--- src/rtl/sha256_nonce_feeder.sv ---
// sha256_nonce_feeder: drives an external sha256_transform to run double
// SHA-256 over every nonce of a mining job and reports digests that hit.
//
// Optional build macro FULL_TARGET_EN: adds i_target[255:0] and replaces the
// "H2 word 7 == 0" hit rule with a full little-endian compare against target.
//
// Job handshake (valid/ready): a job transfers on a rising edge where
// i_job_valid && o_job_ready. o_job_ready is high only in IDLE, so any offer
// made while busy is dropped, never queued.
//
// Data words: the transform byte-swaps each tr_data word internally, so every
// word is driven byte-reversed. The nonce is the header's little-endian field,
// so its big-endian word value is the byte-reversed nonce; after the feeder's
// own swap the nonce therefore appears unswapped on tr_data word 3.
module sha256_nonce_feeder #(
  parameter int NONCE_STEP     = 1,
  parameter int TIMEOUT_CYCLES = 255
) (
  input  logic         i_clk,
  input  logic         i_reset,
  input  logic         i_job_valid,
  output logic         o_job_ready,
  input  logic [255:0] i_midstate,
  input  logic [95:0]  i_tail,
  input  logic [31:0]  i_nonce_start,
  input  logic [31:0]  i_nonce_end,
`ifdef FULL_TARGET_EN
  input  logic [255:0] i_target,
`endif
  output logic         o_tr_reset,
  output logic [511:0] o_tr_data,
  output logic [255:0] o_tr_state,
  input  logic [255:0] i_tr_out,
  input  logic         i_tr_finished,
  output logic         o_found_valid,
  output logic [31:0]  o_found_nonce,
  output logic [255:0] o_found_hash,
  output logic         o_done,
  output logic         o_busy,
  output logic         o_timeout_err,
  output logic [2:0]   o_dbg_state
);

  typedef enum logic [2:0] {
    S_IDLE  = 3'd0,
    S_LOAD1 = 3'd1,
    S_RUN1  = 3'd2,
    S_LOAD2 = 3'd3,
    S_RUN2  = 3'd4,
    S_CHECK = 3'd5,
    S_ABORT = 3'd6
  } state_t;

  // Watchdog counts RUN cycles 0..TIMEOUT_CYCLES-1; the last value aborts.
  localparam int WD_W = (TIMEOUT_CYCLES < 2) ? 1 : $clog2(TIMEOUT_CYCLES);
  localparam logic [WD_W-1:0] WD_LAST = WD_W'(TIMEOUT_CYCLES - 1);

  localparam logic [255:0] SHA_IV = {
    32'h5be0cd19, 32'h1f83d9ab, 32'h9b05688c, 32'h510e527f,
    32'ha54ff53a, 32'h3c6ef372, 32'hbb67ae85, 32'h6a09e667
  };

  function automatic logic [31:0] bswap32(input logic [31:0] x);
    return {x[7:0], x[15:8], x[23:16], x[31:24]};
  endfunction

  state_t          r_state;
  state_t          w_next;
  logic [255:0]    r_midstate;
  logic [95:0]     r_tail;
  logic [31:0]     r_nonce;
  logic [31:0]     r_nonce_end;
  logic [255:0]    r_h1;
  logic [255:0]    r_h2;
  logic [WD_W-1:0] r_wdog;
  logic            r_found_valid;
  logic [31:0]     r_found_nonce;
  logic [255:0]    r_found_hash;
  logic            r_done;
  logic            r_timeout_err;

  logic [511:0]    w_blk1;
  logic [511:0]    w_blk2;
  logic [255:0]    w_ff;
  logic            w_hit;
  logic            w_wd_expired;

  assign w_wd_expired = (r_wdog == WD_LAST);

  // State register.
  always_ff @(posedge i_clk) begin
    if (!i_reset) r_state <= S_IDLE;
    else          r_state <= w_next;
  end

  // Next-state logic.
  always_comb begin
    w_next = r_state;
    case (r_state)
      S_IDLE:  if (i_job_valid) w_next = S_LOAD1;
      S_LOAD1: w_next = S_RUN1;
      S_RUN1: begin
        if (i_tr_finished)     w_next = S_LOAD2;
        else if (w_wd_expired) w_next = S_ABORT;
      end
      S_LOAD2: w_next = S_RUN2;
      S_RUN2: begin
        if (i_tr_finished)     w_next = S_CHECK;
        else if (w_wd_expired) w_next = S_ABORT;
      end
      S_CHECK: w_next = (r_nonce == r_nonce_end) ? S_IDLE : S_LOAD1;
      S_ABORT: w_next = S_IDLE;
      default: w_next = S_IDLE;
    endcase
  end

  // Padded message blocks for both passes, each word byte-reversed for the transform.
  always_comb begin
    w_blk1 = '0;
    w_blk2 = '0;
    for (int k = 0; k < 3; k++) w_blk1[32*k +: 32] = bswap32(r_tail[32*k +: 32]);
    w_blk1[127:96]  = r_nonce;
    w_blk1[159:128] = bswap32(32'h80000000);
    w_blk1[511:480] = bswap32(32'h00000280);
    for (int k = 0; k < 8; k++) w_blk2[32*k +: 32] = bswap32(r_h1[32*k +: 32]);
    w_blk2[287:256] = bswap32(32'h80000000);
    w_blk2[511:480] = bswap32(32'h00000100);
  end

  // Transform inputs follow the pass in progress; held stable through RUN.
  always_comb begin
    o_tr_data  = w_blk1;
    o_tr_state = r_midstate;
    if (r_state == S_LOAD2 || r_state == S_RUN2) begin
      o_tr_data  = w_blk2;
      o_tr_state = SHA_IV;
    end
  end

  // Feed-forward: per-word sum of the chaining state and the working variables.
  always_comb begin
    w_ff = '0;
    for (int k = 0; k < 8; k++) w_ff[32*k +: 32] = o_tr_state[32*k +: 32] + i_tr_out[32*k +: 32];
  end

`ifdef FULL_TARGET_EN
  logic [255:0] r_target;
  logic [255:0] w_h2_le;

  // Target is part of the job and is latched with it.
  always_ff @(posedge i_clk) begin
    if (!i_reset)                            r_target <= '0;
    else if (r_state == S_IDLE && i_job_valid) r_target <= i_target;
  end

  // Digest bytes read as a little-endian 256-bit integer.
  always_comb begin
    w_h2_le = '0;
    for (int k = 0; k < 32; k++) w_h2_le[8*k +: 8] = r_h2[32*(k/4) + 24 - 8*(k%4) +: 8];
  end

  assign w_hit = (w_h2_le <= r_target);
`else
  assign w_hit = (r_h2[255:224] == 32'd0);
`endif

  // Job registers, pass results, watchdog and host-side reporting.
  always_ff @(posedge i_clk) begin
    if (!i_reset) begin
      r_midstate    <= '0;
      r_tail        <= '0;
      r_nonce       <= '0;
      r_nonce_end   <= '0;
      r_h1          <= '0;
      r_h2          <= '0;
      r_wdog        <= '0;
      r_found_valid <= 1'b0;
      r_found_nonce <= '0;
      r_found_hash  <= '0;
      r_done        <= 1'b0;
      r_timeout_err <= 1'b0;
    end else begin
      r_found_valid <= 1'b0;
      r_done        <= 1'b0;
      case (r_state)
        S_IDLE: begin
          if (i_job_valid) begin
            r_midstate    <= i_midstate;
            r_tail        <= i_tail;
            r_nonce       <= i_nonce_start;
            r_nonce_end   <= i_nonce_end;
            r_timeout_err <= 1'b0;
          end
        end
        S_LOAD1, S_LOAD2: r_wdog <= '0;
        S_RUN1: begin
          if (i_tr_finished) r_h1 <= w_ff;
          else               r_wdog <= r_wdog + WD_W'(1);
        end
        S_RUN2: begin
          if (i_tr_finished) r_h2 <= w_ff;
          else               r_wdog <= r_wdog + WD_W'(1);
        end
        S_CHECK: begin
          if (w_hit) begin
            r_found_valid <= 1'b1;
            r_found_nonce <= r_nonce;
            r_found_hash  <= r_h2;
          end
          if (r_nonce == r_nonce_end) r_done <= 1'b1;
          else                        r_nonce <= r_nonce + 32'(NONCE_STEP);
        end
        S_ABORT: begin
          r_timeout_err <= 1'b1;
          r_done        <= 1'b1;
        end
        default: ;
      endcase
    end
  end

  // The transform is held in restart in IDLE and strobed for one cycle per pass.
  assign o_tr_reset    = !(r_state == S_IDLE || r_state == S_LOAD1 || r_state == S_LOAD2);
  assign o_job_ready   = (r_state == S_IDLE);
  assign o_busy        = (r_state != S_IDLE);
  assign o_found_valid = r_found_valid;
  assign o_found_nonce = r_found_nonce;
  assign o_found_hash  = r_found_hash;
  assign o_done        = r_done;
  assign o_timeout_err = r_timeout_err;
  assign o_dbg_state   = r_state;

endmodule

--- config.mk ---
export PLATFORM = sky130hd
export DESIGN_NAME = sha256_nonce_feeder
export DESIGN_NICKNAME = d
export VERILOG_FILES = /design/src/rtl/sha256_nonce_feeder.sv
export SDC_FILE = /design/constraint.sdc
export NUM_CORES = 2
export LEC_CHECK = 0
export CAP_MARGIN = 20
export CORE_AREA = 3 3 673 675
export CTS_CLUSTER_DIAMETER = 40
export CTS_CLUSTER_SIZE = 28
export DETAILED_ROUTE_END_ITERATION = 7
export DIE_AREA = 0 0 676 678
export GPL_ROUTABILITY_DRIVEN = 0
export PLACE_DENSITY_LB_ADDON = 0.15
export SLEW_MARGIN = 20
export SYNTH_ARGS = -nofsm -noshare
export SYNTH_HDL_FRONTEND = slang
export SYNTH_SLANG_ARGS = --single-unit
--- constraint.sdc ---
create_clock -name i_clk -period 5.4 [get_ports i_clk]
set_clock_uncertainty 0.2 [all_clocks]
set_input_delay 1.08 -clock i_clk [delete_from_list [all_inputs] [get_ports i_clk]]
set_output_delay 1.08 -clock i_clk [all_outputs]
set_load 0.1 [all_outputs]
==> key figures <==
Run status
  • Status: finished, final reports clean

Power
  • Comb pwr share: between 20% and 30%
  • Psw: 0.01302 W
  • Pwr dens: 407.7 nW/um^2
  • Final Power: roughly 0.038 W
  • Peak VDD IR: about 240 uV
  • Leak pwr: 37.07 nW
  • Sequential power share: 25.5%
  • Internal: approximately 0.025 W
  • Switching Fraction: 34.27%
  • Clk pwr share: 51.7%

GRT
  • Vias in the first global route: 63,210
  • GR Util All Layers: 17.08%
  • First-pass GRT wire length: 546.7 mm
  • Largest net degree at the start of global routing: 138
  • Initial antenna violation count: around 110
  • Grt total ovfl: 0

CTS
  • Hold Buf Count CTS: 0
  • Max Root-Sink Buffers: 4
  • Clock Latency Late Sink: 0.90 ns
  • Post-CTS setup buffers: 0
  • Clock tree from TritonCTS: done
  • Root buf cell: clkbuf_16
  • H-tree Lvls: 5
  • Num CTS Buffers: 314
  • Clock sink count: 1,230
  • CTS clk-pin slew, worst paths: 0.04 ns

Finish
  • Final cell count without fillers: ~16,000
  • Most common cell after layout, fill and taps aside: nand2_1
  • Layout cells sized above 1: between 10 and 15%
  • Area grow syn2layout: 51.25%
  • Most frequent cells in the layout: nand2_1, a21oi_1, dfxtp_1, clkdlybuf4s50_1, buf_4
  • Nets@finish: 10,620

Setup path
  • CP max FO: 54
  • Setup crit end kind: output port
  • Worst R2R Setup Slack: 0.34 ns
  • CP peak stage delay: 0.49 ns
  • Worst Path Arrival: 3.79 ns
  • Crit start category: register
  • Critical-path cell list: inv_1, nor2_2, a21oi_4, buf_12, inv_8, buf_12, buf_4, and2_1, buf_4
  • Worst Path Required: 4.12 ns
  • CP Class: reg -> out
  • Slowest-stage cell, CP: inv_8

Synth
  • Yosys top cell area share: 39.98%
  • Ys flop type: dfxtp_1
  • Mean Syn Cell Area: 7.482 um^2
  • Register area share after synthesis: 39.98%
  • Ys Warns: 0
  • Post-synth ARST share: 0%
  • Synthesis-stage register bit count: roughly 1,200
  • Post-synth EDFFs: 0
  • Synth cell types: 85
  • Cells after synthesis: 8,232
  • Synthesized area: 61,600 um^2
  • Ranking of synthesized cells by area: dfxtp_1, nand2_1, a21oi_1
  • Synth area leader: dfxtp_1

STA
  • Relative slew slack: 19.72%
  • Unrepaired setup endpoints after global routing: false
  • Peak Freq: 0.1972 GHz
  • Endpoints failing setup: 0
  • Worst slew pin tran: 1.204 ns
  • Hold slack: 0.2241 ns
  • Max-slew violations: 0
  • Final hold vios: 0
  • Final Cycle Share: about 94%
  • Min cycle time layout: 5.070 ns

Placed design
  • Detail Placement HPWL: 325.2 mm
  • IO buf count: 1,488
  • Placed Cells: ~15,000

Floorplan
  • CORE AREA: 448,200 um^2
  • Starting Density: 13.74%
  • Die W: 676 um
  • # IOs: 1,741
  • Die area: 458,300 um^2
  • # rows: 246
  • Die height: approximately 680 um

Route
  • DRC Markers: 0
  • Total number of vias: 63,320
  • Iteration-0 DRC Markers: between 3,000 and 4,000
  • Routed len/inst: approximately 26 um
  • Post-Route WL: 409.3 mm
  • 1st-pass router iterations: 7
  • Routed Antenna Nets: 0
  • Via density: 3.982

Min path
  • Hold/Removal Path Class: reg -> reg

Run
  • Max-Cap Viols: 0
## state kept, by name (all words and copies together), names as in the netlist
register       count
r_nonce_end       32
r_midstate       256
r_tail            96
o_found_valid      1
r_h2             256
o_done             1
r_h1             256
r_nonce           32
r_wdog             8
o_found_nonce     32
o_found_hash     256
o_dbg_state        3
o_timeout_err      1
## metrics by stage
stage	TNS, ns	worst slack (ns)	util (%)	cell area (um^2)
floorplan	-3.342	-0.1737	-	62650
global placement	-2.141	-0.4328	18.33	82150
detailed placement	-1.041	-0.2980	18.33	82130
CTS	0	0.02507	20.77	93090
global route	0	0.03224	20.78	93120
finish	0	0.3297	20.79	93160
## Yosys cell counts, types with 5 or more instances
cell       number
nand2_1      2503
a21oi_1      1255
dfxtp_1      1230
clkbuf_1      512
nor2_1        320
and2_1        272
ha_1          269
buf_4         254
o21ai_0       173
nand2b_1      169
xnor2_1       152
a21o_1        119
xor2_1        114
nand3_1       110
a211oi_1       86
inv_1          72
and3_1         68
nand4_1        53
o21a_1         39
o21ai_1        39
nor3_1         38
o21bai_1       37
a31oi_1        35
nor2b_1        27
mux2i_1        24
o211ai_1       21
nor4_1         18
a221oi_1       17
buf_2          17
a211o_1        15
and4_1         12
a22oi_1         9
a31o_2          8
fa_1            8
or2_2           8
or3_1           8
nor3b_1         7
or4_1           7
a21boi_0        6
buf_1           6
o221ai_1        6
a2111oi_0       5
o311ai_0        5
## final timing paths
path | startpoint | endpoint | cells past startpoint
max | o_dbg_state[0] | o_tr_data[238] | 9
max reg2reg | o_dbg_state[0] | r_h1[190] | 22
min | r_h2[150] | o_found_hash[150] | 2
min reg2reg | r_h2[150] | o_found_hash[150] | 2
## power by group through the flow
stage	Combinational [W]	Sequential (W)	Clock, W
detailed placement	0.00878	0.00985	0
floorplan	0.00576	0.00973	0
finish	0.00866	0.00968	0.0196
global placement	0.00877	0.00984	0
CTS	0.00881	0.00968	0.0202
global route	0.00920	0.00971	0.0206
## per-layer routing
metal | routed length (um) | global-route usage, % | share of wire, %
met4 | 13970 | 5.225 | 3.4
met2 | 207100 | 30.98 | 51
met5 | 187 | 0 | 0.046
met1 | 161500 | 19.36 | 39
met3 | 26630 | 4.463 | 6.5
## repair_timing
item,in CTS,in global routing
setup endpoints to repair,10,6
gates resized for setup,2,3
pin swaps,0,1
## cell type report
| class | instances | area [um^2] |
|---|---|---|
| fill | 50280 | 355000 |
| multi-input combinational | 6390 | 33930 |
| sequential | 1230 | 24630 |
| timing repair buffer | 1656 | 15850 |
| clock buffer | 424 | 8887 |
| tap | 5952 | 7447 |
| clock inverter | 150 | 2069 |
| inverter | 73 | 289.0 |
| antenna | 26 | 65.06 |
## logic make-up after synthesis
kind of cell | count (synthesis) | synth area share (%)
other cells | 1 | 0.006088
buf+inv | 863 | 6.854
fa+ha+maj | 277 | 5.724
xor+xnor | 266 | 3.782
compound gates | 1944 | 18.10
simple gates | 3627 | 25.17
flops | 1230 | 39.98
mux | 24 | 0.3900
## critical path, delay by kind of cell, from the launching register on
kind	cells	cell delay, ns
AND/OR/NAND/NOR	2	0.40
buffers and inverters	6	1.81
flip-flops	1	0.45
AO/OA/AOI/OAI	1	0.10
No activity file was read; power rests on OpenSTA's default activity.
